### src/rtl/hub75_pkg.sv
// rtl/hub75_pkg.sv - shared state type, default geometry and width helper for the HUB75 shifter
package hub75_pkg;

    localparam int HUB75_COLS     = 64;
    localparam int HUB75_CHANNELS = 6;

    typedef enum logic [1:0] {
        IDLE,
        SHIFT_LO,
        SHIFT_HI,
        LATCH
    } hub75_state_t;

    // Counter width for a count of n items; never narrower than one bit.
    function automatic int hub75_col_w(input int n);
        return (n > 1) ? $clog2(n) : 1;
    endfunction

endpackage

### src/rtl/hub75_shift_lane.sv
// rtl/hub75_shift_lane.sv - one serial lane: parallel load, single-bit advance, registered output bit
module hub75_shift_lane #(
    parameter int COLS      = 64,
    parameter bit MSB_FIRST = 1'b0
) (
    input  logic            clk,
    input  logic            rst,
    input  logic            load_en,
    input  logic            shift_en,
    input  logic [COLS-1:0] load_data,
    output logic            bit_out
);

    // active holds the bits still queued behind bit_out, already advanced by one.
    logic [COLS-1:0] active;

    always_ff @(posedge clk or negedge rst) begin
        if (!rst) begin
            active  <= '0;
            bit_out <= 1'b0;
        end else if (load_en) begin
            if (MSB_FIRST) begin
                bit_out <= load_data[COLS-1];
                active  <= load_data << 1;
            end else begin
                bit_out <= load_data[0];
                active  <= load_data >> 1;
            end
        end else if (shift_en) begin
            if (MSB_FIRST) begin
                bit_out <= active[COLS-1];
                active  <= active << 1;
            end else begin
                bit_out <= active[0];
                active  <= active >> 1;
            end
        end
    end

endmodule

### src/rtl/hub75_channel_shifter.sv
// rtl/hub75_channel_shifter.sv - double-buffered multi-lane HUB75 row serialiser with shift clock and latch
module hub75_channel_shifter
    import hub75_pkg::*;
#(
    parameter int COLS       = HUB75_COLS,
    parameter int CHANNELS   = HUB75_CHANNELS,
    parameter int LAT_CYCLES = 2,
    parameter bit MSB_FIRST  = 1'b0
) (
    input  logic                     clk,
    input  logic                     rst,
    input  logic                     load,
    input  logic [CHANNELS*COLS-1:0] load_data,
    output logic                     load_ready,
    output logic [CHANNELS-1:0]      out_data,
    output logic                     out_sclk,
    output logic                     out_lat,
    output logic                     busy,
    output logic                     row_done
);

    localparam int COL_W = hub75_col_w(COLS);
    localparam int LAT_W = hub75_col_w(LAT_CYCLES);
    localparam logic [COL_W-1:0] LAST_COL = COL_W'(COLS - 1);
    localparam logic [LAT_W-1:0] LAST_LAT = LAT_W'(LAT_CYCLES - 1);

    hub75_state_t               state;
    logic [COL_W-1:0]           col_cnt;
    logic [LAT_W-1:0]           lat_cnt;
    logic [CHANNELS*COLS-1:0]   shadow;
    logic                       shadow_full;
    logic                       xfer;
    logic                       lane_shift;

    assign load_ready = !shadow_full;
    assign busy       = (state != IDLE);
    assign xfer       = (state == IDLE) && shadow_full;
    // The last column keeps its bit on the lines through the latch.
    assign lane_shift = (state == SHIFT_HI) && (col_cnt != LAST_COL);

    always_ff @(posedge clk or negedge rst) begin
        if (!rst) begin
            shadow      <= '0;
            shadow_full <= 1'b0;
        end else if (load && load_ready) begin
            shadow      <= load_data;
            shadow_full <= 1'b1;
        end else if (xfer) begin
            shadow_full <= 1'b0;
        end
    end

    always_ff @(posedge clk or negedge rst) begin
        if (!rst) begin
            state    <= IDLE;
            col_cnt  <= '0;
            lat_cnt  <= '0;
            out_sclk <= 1'b0;
            out_lat  <= 1'b0;
            row_done <= 1'b0;
        end else begin
            row_done <= 1'b0;
            case (state)
                IDLE: begin
                    if (shadow_full) begin
                        col_cnt <= '0;
                        state   <= SHIFT_LO;
                    end
                end
                SHIFT_LO: begin
                    out_sclk <= 1'b1;
                    state    <= SHIFT_HI;
                end
                SHIFT_HI: begin
                    out_sclk <= 1'b0;
                    if (col_cnt == LAST_COL) begin
                        out_lat <= 1'b1;
                        lat_cnt <= '0;
                        state   <= LATCH;
                    end else begin
                        col_cnt <= col_cnt + 1'b1;
                        state   <= SHIFT_LO;
                    end
                end
                LATCH: begin
                    if (lat_cnt == LAST_LAT) begin
                        out_lat  <= 1'b0;
                        row_done <= 1'b1;
                        state    <= IDLE;
                    end else begin
                        lat_cnt <= lat_cnt + 1'b1;
                    end
                end
                default: state <= IDLE;
            endcase
        end
    end

    for (genvar c = 0; c < CHANNELS; c++) begin : g_lane
        hub75_shift_lane #(
            .COLS      (COLS),
            .MSB_FIRST (MSB_FIRST)
        ) u_lane (
            .clk       (clk),
            .rst       (rst),
            .load_en   (xfer),
            .shift_en  (lane_shift),
            .load_data (shadow[c*COLS +: COLS]),
            .bit_out   (out_data[c])
        );
    end

endmodule

### config.mk
export PLATFORM = sky130hd
export DESIGN_NAME = hub75_channel_shifter
export DESIGN_NICKNAME = d
export VERILOG_FILES = /design/src/rtl/hub75_pkg.sv /design/src/rtl/hub75_shift_lane.sv /design/src/rtl/hub75_channel_shifter.sv
export SDC_FILE = /design/constraint.sdc
export NUM_CORES = 1
export LEC_CHECK = 0
export BUFFER_PORTS_ARGS = -buffer_cell sky130_fd_sc_hd__buf_4
export CAP_MARGIN = 25
export CELL_PAD_IN_SITES_DETAIL_PLACEMENT = 2
export CELL_PAD_IN_SITES_GLOBAL_PLACEMENT = 2
export CORE_ASPECT_RATIO = 0.9
export CORE_MARGIN = 5
export CORE_UTILIZATION = 35
export CTS_CLUSTER_SIZE = 28
export DETAILED_ROUTE_END_ITERATION = 10
export GPL_ROUTABILITY_DRIVEN = 0
export PLACE_DENSITY = 0.8
export SLEW_MARGIN = 20
export SYNTH_ARGS = -nofsm -noshare
export SYNTH_HDL_FRONTEND = slang
export SYNTH_SLANG_ARGS = --single-unit
### constraint.sdc
create_clock -name clk -period 4.04 [get_ports clk]
set_clock_uncertainty 0.15 [all_clocks]
set_input_delay 0.606 -clock clk [delete_from_list [all_inputs] [get_ports clk]]
set_output_delay 0.606 -clock clk [all_outputs]
set_load 0.005 [all_outputs]
# Word-level counts from Yosys, hierarchy flattened
# Index checks and enable logic that the tools add are counted.
dict set report totals {
  register_bits 787
  latch_bits 0
  ram_bits 0
  romBits 0
  out_inout_bits 11
  n_memories 0
}
dict set report op_classes {
  n_addsub 2
  mul 0
  div_mod_pow 0
  magnitude_cmp 0
  n_eq_ne 9
  shift 0
  muxes 42
  n_bitwise 0
  reduce_logical 15
}
# cell n
set ops {}
lappend ops {{$mux W64} 12}
lappend ops {{$mux W1} 20}
lappend ops {{$mux W6} 2}
lappend ops {{$pmux W6 S2} 1}
lappend ops {{$reduce_bool A2 Y1} 6}
lappend ops {{$pmux W2 S4} 1}
lappend ops {{$add A6 B1 Y6 const B} 1}
lappend ops {{$eq A6 B6 Y1 const B} 1}
lappend ops {{$mux W2} 3}
lappend ops {{$ne A2 B2 Y1 const B} 3}
lappend ops {{$ne A6 B6 Y1 const B} 1}
lappend ops {{$pmux W1 S2} 3}
lappend ops {{$reduce_and A3 Y1} 2}
lappend ops {{$eq A2 B2 Y1 const B} 2}
lappend ops {{$reduce_and A2 Y1} 2}
lappend ops {{$logic_and A1 B1 Y1} 3}
lappend ops {{$eq A2 B1 Y1 const B} 1}
lappend ops {{$logic_not A2 Y1} 1}
lappend ops {{$ne A2 B1 Y1 const B} 1}
lappend ops {{$add A1 B1 Y1 const B} 1}
lappend ops {{$logic_not A1 Y1} 1}

# Depth between registers and ports, before layout
# Gate-level depths: netlist (run 1).
dict set report depth {
  word_depth 4
  ltp_mapped 10
  depth_no_buf 5
}

# Cells and area by module
# From an unflattened synthesis (run 1), not the netlist that was laid out.
dict set report unflattened {
  hier_cells 2558
  hier_area_um2 34319.2
}
# module instances cells_per_inst area_per_inst_um2 seq_area_each_um2
set modules_own_cells {}
lappend modules_own_cells {hub75_shift_lane 6 277 2996.6 1601.5}
lappend modules_own_cells {hub75_channel_shifter 1 896 16339.4 9934.5}

# Worst setup path before layout (run 1)
# OpenSTA, ideal clock, no wires.
dict set report synth_path {
  kind {flip-flop to flip-flop}
  from {register state[0]}
  to {register g_lane[1].u_lane.active[0]}
  arrival_ps 1590
  setup_slack_ps 2162
  path_stages_with_launch 11
  period_less_slack_ps 1878
  path_cell_list {dfrtp_1 -> inv_1 -> ha_1 -> buf_2 -> and2_1 -> buf_4 -> buf_6 -> buf_4 -> buf_6 -> nand2_1 -> o211ai_1}
}
dict set report synth_via {
  elab_chain_len 3
  elab_cells_between_ends 6
}
# item line_no
set synth_lines {}
lappend synth_lines {{from (decl)} hub75_channel_shifter.sv:27} ;# hub75_state_t state;
lappend synth_lines {{from (signal assigned)} hub75_channel_shifter.sv:55} ;# state <= IDLE;
lappend synth_lines {{from (signal assigned)} hub75_channel_shifter.sv:67} ;# state <= SHIFT_LO;
lappend synth_lines {{from (signal assigned)} hub75_channel_shifter.sv:72} ;# state <= SHIFT_HI;
lappend synth_lines {{$eq A2 B2 Y1 or $logic_not A2 Y1 (tied branches)} {hub75_channel_shifter.sv:39, hub75_channel_shifter.sv:37}}
lappend synth_lines {{$logic_and A1 B1 Y1 (on tied branches)} {hub75_channel_shifter.sv:39, hub75_channel_shifter.sv:37}}
lappend synth_lines {{$reduce_bool A2 Y1 (no line) or $mux W64 (tied branches)} --}
lappend synth_lines {{to (signal assigned)} hub75_shift_lane.sv:27} ;# active <= load_data >> 1;
lappend synth_lines {{to (signal assigned)} hub75_shift_lane.sv:32} ;# active <= active << 1;
lappend synth_lines {{to (signal assigned)} hub75_shift_lane.sv:35} ;# active <= active >> 1;
lappend synth_lines {{to (decl)} hub75_shift_lane.sv:15} ;# logic [COLS-1:0] active;
# Several ways; a longest one is shown, not always the timed one.
# A chain may end at the register's enable or synchronous reset.

# Worst setup path after layout (run 1)
dict set report layout_path {
  from {register state[1]}
  to {register g_lane[3].u_lane.active[21]}
}
dict set report layout_via {
  elab_chain_len 3
  elab_cells_between_ends 6
}
# item line_no
set layout_lines {}
lappend layout_lines {{$eq A2 B2 Y1 or $logic_not A2 Y1 (tied branches)} {hub75_channel_shifter.sv:39, hub75_channel_shifter.sv:37}}
lappend layout_lines {{$logic_and A1 B1 Y1 (on tied branches)} {hub75_channel_shifter.sv:39, hub75_channel_shifter.sv:37}}
lappend layout_lines {{$reduce_bool A2 Y1 (no line) or $mux W64 (tied branches)} --}
lappend layout_lines {{to (signal assigned)} hub75_shift_lane.sv:27}
lappend layout_lines {{to (signal assigned)} hub75_shift_lane.sv:32}
lappend layout_lines {{to (signal assigned)} hub75_shift_lane.sv:35}
lappend layout_lines {{to (decl)} hub75_shift_lane.sv:15}
# Several ways; a longest one is shown, not always the timed one.

==> out/results.tsv, run 1 <==
stage	metric	value	unit
routing	vias	34300	
timing	rsz0062_at_grt	false	
routing	drcViolationCount	0	
power	finalPower	0.0386	W
layout	drive_above_1_share	24.6	%
routing	viasPerCell	6.04	
status	status	complete, no violations	
critical_path	arrival	3.32	ns
die	rows	116	
die	die_y	327	microns
min_path	holdCritStartpoint	load_data[245]	
timing	period_minus_slack	2.92	ns
layout	nets	4508	
clock_tree	cts_root_buf	clkbuf_16	
clock_tree	cts_buffer_depth	3	
synth	seq_area_frac_synth	50.1	%
clock_tree	numClockSinks	781	
critical_path	reg2reg_to	g_lane[3].u_lane.active[21]	
grt	antenna_found_initial	8	
clock_tree	path_clk_slew	0.07	ns
synth	syn_area	39000	sq um
power	pwr-share-comb	37.4	%
synth	synth_fp_nets	3969	
power	leakage	19.4	nW
clock_tree	cts_resized	0	
place	hpwl	79000	microns
synth	synth.distinct_cells	33	
synth	async_flop_share	100	%
critical_path	start_kind	register	
power	power.density	776	nW/um^2
power	seqPwrFrac	39.0	%
grt	grt_max_degree	149	
die	io-pin-count	398	
grt	grt_first_pass_wirelength	252000	microns
routing	final_antenna_net_count	0	
timing	maxSlewViolCount	0	
routing	wl_per_cell	29.4	microns
grt	grt-ovfl-total	0	
timing	setup_viol	0	
power	p_sw_share	40.1	%
clock_tree	htreeDepth	3	
grt	grt_usage	27.2	%
die	die_area	118000	sq um
die	fp.coreArea	111000	sq um
timing	timing.fmax	342	MHz
clock_tree	tritoncts	built	
clock_tree	clock_latency	0.70	ns
power	pwr-share-clk	23.7	%
layout	layout_common_cells	781 x dfrtp_1, 461 x buf_4, 396 x nand2_1	
layout	fill_cells	11100	
synth	synth_edf_count	0	
min_path	hold_class	primary input to register	
synth	syn_inst	3577	
power	ir_drop	0.485	mV
power	netSwitchingPower	0.0155	W
routing	finalWirelength	167000	microns
timing	tightest_slew	1.12	ns
critical_path	critPathCaptureType	register	
timing	hold_viol	0	
critical_path	rr_worst_depth	7	
synth	syn_avg_cell_area	10.9	sq um
timing	setup_tns	0	ns
power	p_int	0.0231	W
min_path	hold_path_end	shadow[245]	
place	port_buffers	397	
synth	ys_ff_latch	781	
critical_path	path_class	register to register	
synth	yosysWarnings	0	
synth	dominantRegCellSynth	dfrtp_1	
timing	finalCritPeriodShare	72.4	%
die	die_w	362	microns
die	start_util	35.2	%
routing	first_iter_violations	2723	
critical_path	reg2reg_from	state[1]	
min_path	min_path_cells	2	
critical_path	crit_fanout	88	
layout	synthToLayoutAreaGrowth	27.5	%
layout	final_common_cell	dfrtp_1	
clock_tree	numCtsBuffers	91	
critical_path	cp.required	4.44	ns
flow_run	max-cap-violations	0	
timing	max_slew_margin	25.3	%
grt	grt_pass1_vias	38600	
routing	firstDrtPassIters	5	
critical_path	reg2reg_slack	1.12	ns
## worst max path at each step
stage / startpoint / end / slack [ns] / cells past startpoint
2_1_floorplan: state[0] / g_lane[1].u_lane.active[0] / 2.16 / 10
3_3_place_gp: state[0] / g_lane[1].u_lane.active[62] / 1.38 / 7
3_5_place_dp: state[1] / g_lane[2].u_lane.active[11] / 1.32 / 6
4_1_cts: state[0] / busy / 1.23 / 4
5_1_grt: col_cnt[0] / g_lane[1].u_lane.active[9] / 1.00 / 5
6_report: state[1] / g_lane[3].u_lane.active[21] / 1.12 / 7
## cell usage after synthesis (2+ instances only)
master / count / area share [%]
nand2b_1: 2 / 0.032
inv_1: 6 / 0.058
nand3_1: 3 / 0.038
clkbuf_1: 181 / 1.7
buf_2: 160 / 2.1
nor2b_1: 381 / 6.1
a31oi_1: 382 / 6.1
a21oi_1: 8 / 0.10
o21ai_0: 6 / 0.077
buf_1: 5 / 0.048
buf_4: 38 / 0.73
nor2_1: 6 / 0.058
a311oi_1: 4 / 0.090
and2_1: 3 / 0.048
o2111ai_1: 378 / 8.5
nand2_1: 397 / 3.8
mux2i_1: 2 / 0.051
ha_1: 5 / 0.16
nand4_1: 2 / 0.032
dfrtp_1: 781 / 50
buf_6: 51 / 1.5
o211ai_1: 380 / 7.3
mux2_2: 384 / 11
and3_1: 3 / 0.048
## registers in the layout (all words and copies together), names as in the netlist
register,cells
out_lat,1
shadow_full,1
lat_cnt,1
row_done,1
g_lane.u_lane.active,378
state,2
col_cnt,6
out_sclk,1
g_lane.u_lane.bit_out,6
shadow,384
## cell families after synthesis
kind of cell	share of synthesized area [%]
muxes	11.1
buffers and inverters	6.10
adders and majority gates	0.160
AOI/OAI and AO/OA	22.3
and+or+nand+nor	10.3
DFF	50.1
## metrics by stage
step	hold WS (ns)	std cells	utilization, %	worst slack [ns]	instance area, sq um
after floorplan	0.160	3577	-	2.16	39000
after global placement	0.325	5113	38.5	1.38	42700
after detailed placement	0.336	5114	38.5	1.32	42800
after CTS	0.00133	5665	44.8	1.23	49700
after global routing	0.0452	5671	44.8	1.00	49700
final	0.0799	5673	44.8	1.12	49800
## routing by layer
metal  vias to the layer above  GRT usage, %  share of wire (%)  wire length (microns)
li1                      14700             -                  -                      -
met3                       411          3.64                3.9                   6480
met5                         -             0              0.013                     21
met1                     18000          32.1                 39                  65000
met4                         4          11.6                4.7                   7850
met2                      1115          49.4                 52                  87200
## final cells by class
class,count,area [sq um],share of cell area [%]
diodes,8,20.0,0.0402
multi-input cells,2355,17200,34.5
well taps,1475,1850,3.71
flip-flops and latches,781,19500,39.3
repair buffers,881,8020,16.1
clock buffers,142,2740,5.51
clock inverters,25,383,0.770
inverters,6,22.5,0.0453
## power groups by stage
stage	combinational [W]	clock, W	sequential (W)
3_5_place_dp	0.0129	0	0.0146
6_report	0.0144	0.00914	0.0150
5_1_grt	0.0155	0.00959	0.0153
4_1_cts	0.0135	0.00900	0.0146
2_1_floorplan	0.0100	0	0.0133
3_3_place_gp	0.0121	0	0.0143
## worst max-delay path, stage by stage, from the launching register on
cell and delay, ns:
dfrtp_1 0.45, inv_1 0.10, ha_1 0.32, nand2_8 0.53, buf_12 0.40, buf_4 0.31
o2111ai_1 0.18, o211ai_1 0.26
## timing repair
action,CTS,global route
hold endpoints to repair,447,0
hold buffers,384,0
buffers inserted,0,0
No activity file was read; power rests on OpenSTA's default activity.
==> run 2, diff against run 1 <==
==> constraint.sdc (replaced) <==
create_clock -name clk -period 2.9 [get_ports clk]
set_clock_uncertainty 0.15 [all_clocks]
set_input_delay 0.435 -clock clk [delete_from_list [all_inputs] [get_ports clk]]
set_output_delay 0.435 -clock clk [all_outputs]
set_load 0.005 [all_outputs]
==> out/results.tsv, run 2 (synthesis gave the netlist of run 1 again) <==
stage	metric	value	unit
status	status	complete, no violations	
die	die_area	118000	sq um
critical_path	reg2reg_to	g_lane[2].u_lane.active[25]	
min_path	hold_class	primary input to async pin	
layout	final_common_cell	dfrtp_1	
die	die_y	327	microns
layout	nets	4545	
timing	timing.fmax	379	MHz
routing	final_antenna_net_count	0	
routing	firstDrtPassIters	5	
timing	max_slew_margin	51.5	%
timing	maxSlewViolCount	0	
power	power.density	1070	nW/um^2
clock_tree	numCtsBuffers	90	
critical_path	crit_fanout	6	
timing	tightest_slew	0.727	ns
critical_path	path_class	register to output port	
critical_path	rr_worst_depth	7	
timing	finalCritPeriodShare	90.9	%
routing	wl_per_cell	29.4	microns
layout	final_cell_count_no_fill	5704	
die	start_util	35.2	%
layout	top_register	shadow	
grt	grt_max_degree	117	
clock_tree	clock_latency	0.72	ns
clock_tree	numClockSinks	781	
die	rows	116	
die	die_w	362	microns
die	io-pin-count	398	
clock_tree	cts_buffer_depth	3	
critical_path	reg2reg_from	state[0]	
grt	grt_first_pass_wirelength	256000	microns
die	fp.coreArea	111000	sq um
power	leakage	19.6	nW
layout	synthToLayoutAreaGrowth	28.6	%
place	port_buffers	397	
layout	largestRegisters	shadow (384), g_lane.u_lane.active (378)	
layout	drive_above_1_share	25.3	%
clock_tree	tritoncts	built	
timing	setup_viol	0	
routing	vias	34300	
timing	rsz0062_at_grt	false	
critical_path	cp.required	2.32	ns
critical_path	arrival	2.05	ns
routing	drcViolationCount	0	
place	hpwl	82100	microns
layout	finish.instance_area	50200	sq um
routing	viasPerCell	6.02	
critical_path	reg2reg_slack	0.29	ns
grt	grt_usage	27.7	%
timing	period_minus_slack	2.64	ns
critical_path	critPathCaptureType	output port	
routing	first_iter_violations	2495	
power	ir_drop	0.548	mV
layout	layout_common_cells	781 x dfrtp_1, 475 x buf_4, 396 x nand2_1	
grt	antenna_found_initial	7	
clock_tree	cts_setup_buffers	0	
grt	grt_pass1_vias	38900	
layout	fill_cells	11100	
flow_run	max-cap-violations	0	
timing	setup_tns	0	ns
clock_tree	cts_root_buf	clkbuf_16	
clock_tree	htreeDepth	3	
place	dp.cells	5151	
critical_path	start_kind	register	
timing	hold_viol	0	
place	dpl-instance-area	43300	sq um
routing	finalWirelength	168000	microns
grt	grt-ovfl-total	0	
layout	largest_reg_flops	384	
clock_tree	path_clk_slew	0.06	ns
-- run 2: cell count changes in the layout (fill, tap and decap cells not counted), moves of 2 or more --
cell        previous run  this run
diode_2                8         5
bufinv_16              9         6
clkinv_2               6        11
clkinvlp_4             6         4
clkbuf_1              28        23
inv_6                  1         4
clkbuf_8              19        21
clkinv_8               0         2
buf_4                461       475
buf_12                35        58
clkbuf_16             95        91
-- run 2: report_power, final --
group / switching, W / internal (W)
registers: 0.00496 / 0.0162
clock network: 0.00546 / 0.00687
logic: 0.0114 / 0.00898
total: 0.0218 / 0.0321
-- run 2: layout make-up --
cell class	instances	area, sq um	share of cell area [%]
timing repair buffer	919	8600	17.1
clock buffer	135	2650	5.29
inverter	6	22.5	0.0449
sequential	781	19500	38.9
clock inverter	28	342	0.681
multi-input combinational	2355	17200	34.2
antenna	5	12.5	0.0249
tap	1475	1850	3.68
-- run 2: critical path, cell delays in order (launching register included) --
cell	delay, ns
dfrtp_1	0.41
inv_1	0.19
ha_1	0.40
inv_1	0.14
buf_4	0.18
-- run 2: layer usage --
metal	global-route usage [%]	wire length, microns
met4	12.4	8190
met3	4.28	6830
met2	50.2	88100
met5	0	11
met1	32.2	64700
-- run 2: worst max path at each step --
| stage | start | endpoint | cells past startpoint |
|---|---|---|---|
| 2_1_floorplan | state[0] | g_lane[1].u_lane.active[0] | 10 |
| 3_3_place_gp | state[0] | g_lane[0].u_lane.active[55] | 6 |
| 3_5_place_dp | col_cnt[1] | out_lat | 5 |
| 4_1_cts | state[0] | busy | 4 |
| 5_1_grt | state[0] | busy | 4 |
| 6_report | state[0] | busy | 4 |
-- run 2: timing repair --
action                                 in CTS  in global routing
hold buffers                              385                  0
endpoints found under the hold margin     801                  0
resized for setup                           0                  0
-- run 2: through the flow --
stage                     hold WS (ns)  power, W  setup slack, ns  utilization, %
after floorplan                -0.0106    0.0324             1.02               -
after global placement           0.238    0.0372            0.594            39.0
after detailed placement         0.239    0.0387            0.460            39.0
after CTS                       0.0720    0.0516            0.242            45.2
after global routing            0.0972    0.0564            0.135            45.2
final                           0.0979    0.0539            0.263            45.2
==> run 3, diff against run 2 <==
--- a/config.mk
+++ b/config.mk
@@ -9,7 +9,7 @@
 export CAP_MARGIN = 25
 export CELL_PAD_IN_SITES_DETAIL_PLACEMENT = 2
 export CELL_PAD_IN_SITES_GLOBAL_PLACEMENT = 2
-export CORE_ASPECT_RATIO = 0.9
+export CORE_ASPECT_RATIO = 1.75
 export CORE_MARGIN = 5
 export CORE_UTILIZATION = 35
 export CTS_CLUSTER_SIZE = 28
==> out/results.tsv, run 3 (synthesis gave the netlist of run 1 again) <==
stage	metric	value	unit
status	status	complete, no violations	
clock_tree	numCtsBuffers	80	
routing	wl_per_cell	30.1	microns
timing	timing.fmax	370	MHz
clock_tree	path_clk_slew	0.08	ns
critical_path	path_class	register to register	
clock_tree	cts_buffer_depth	3	
power	leakage	19.7	nW
layout	synthToLayoutAreaGrowth	28.9	%
routing	firstDrtPassIters	5	
critical_path	cp.required	3.26	ns
timing	max_slew_margin	38.0	%
critical_path	critPathCaptureType	register	
grt	antenna_found_initial	8	
timing	rsz0062_at_grt	false	
grt	grt_usage	27.9	%
power	ir_drop	0.617	mV
timing	period_minus_slack	2.70	ns
layout	nets	4562	
die	die_area	119000	sq um
layout	top_register	shadow	
layout	largestRegisters	shadow (384), g_lane.u_lane.active (378)	
timing	setup_tns	0	ns
die	start_util	35.1	%
critical_path	start_kind	register	
power	power.density	1060	nW/um^2
layout	layout_common_cells	781 x dfrtp_1, 479 x buf_4, 396 x nand2_1	
layout	final_common_cell	dfrtp_1	
place	dp.cells	5179	
layout	final_cell_count_no_fill	5716	
routing	final_antenna_net_count	0	
die	fp.coreArea	111000	sq um
grt	grt-ovfl-total	0	
min_path	hold_class	primary input to async pin	
die	rows	162	
clock_tree	clock_latency	0.67	ns
die	io-pin-count	398	
timing	tightest_slew	0.931	ns
layout	largest_reg_flops	384	
layout	finish.instance_area	50300	sq um
routing	drcViolationCount	0	
clock_tree	numClockSinks	781	
grt	grt_max_degree	163	
grt	grt_first_pass_wirelength	263000	microns
timing	hold_viol	0	
clock_tree	cts_setup_buffers	0	
routing	first_iter_violations	2917	
timing	finalCritPeriodShare	93.2	%
place	hpwl	84900	microns
clock_tree	cts_root_buf	clkbuf_16	
power	finalPower	0.0531	W
place	port_buffers	397	
clock_tree	tritoncts	built	
layout	drive_above_1_share	25.4	%
grt	grt_pass1_vias	39500	
critical_path	arrival	3.06	ns
clock_tree	cts_resized	0	
routing	finalWirelength	172000	microns
die	die_w	262	microns
die	die_y	452	microns
routing	viasPerCell	6.12	
place	dpl-instance-area	43800	sq um
flow_run	max-cap-violations	0	
timing	maxSlewViolCount	0	
critical_path	crit_fanout	33	
timing	setup_viol	0	
clock_tree	htreeDepth	3	
routing	vias	35000	
run 3: cell type report:
| cell class | instances | area, sq um |
|---|---|---|
| Tap cell | 1476 | 1850 |
| Clock buffer | 121 | 2370 |
| Clock inverter | 25 | 282 |
| Sequential cell | 781 | 19500 |
| Multi-Input combinational cell | 2355 | 17200 |
| Timing Repair Buffer | 946 | 9090 |
| Fill cell | 11200 | 60700 |
| Inverter | 6 | 22.5 |
| Antenna cell | 6 | 15.0 |
run 3: worst max-delay path, cell delays in order (launching register included):
cell and delay, ns:
dfrtp_1 0.44, ha_1 0.36, and3_4 0.59, buf_12 0.26
buf_4 0.19, a31oi_1 0.11, o211ai_1 0.43
run 3: stage by stage:
step	hold WS [ns]	setup WS (ns)	util, %
2_1_floorplan	-0.0106	1.02	-
3_3_place_gp	0.270	0.545	39.4
3_5_place_dp	0.272	0.393	39.4
4_1_cts	0.134	0.275	45.3
5_1_grt	0.182	0.0843	45.3
6_report	0.182	0.198	45.3
run 3: report_power, final:
part | leakage [nW] | switching [W] | internal (W)
registers | 9.54 | 0.00484 | 0.0162
clock network | 1.29 | 0.00513 | 0.00613
logic | 8.87 | 0.0117 | 0.00911
run 3: timing repair:
item	in CTS	in global routing
hold buffers	385	0
setup endpoints to repair	0	0
hold endpoints to repair	470	0
run 3: path summary, 6_finish.rpt:
check,from,end,slack (ns),cells past startpoint
worst max-delay path,col_cnt[0],g_lane[1].u_lane.active[49],0.20,6
min in group clk,load,shadow[252],0.32,4
worst max register to register,col_cnt[0],g_lane[1].u_lane.active[49],0.20,6
worst min register to register,shadow[383],g_lane[5].u_lane.active[62],0.34,2
worst min-delay path,rst,shadow[35],0.18,2
max in group asynchronous,rst,shadow[359],1.30,3
run 3: layer usage:
layer / vias up / routed length, microns / GRT usage, %
met5: - / 26 / 0
met4: 4 / 8840 / 12.8
met3: 432 / 7430 / 3.81
met2: 1388 / 90500 / 50.7
met1: 18400 / 65300 / 32.7
li1: 14800 / - / -
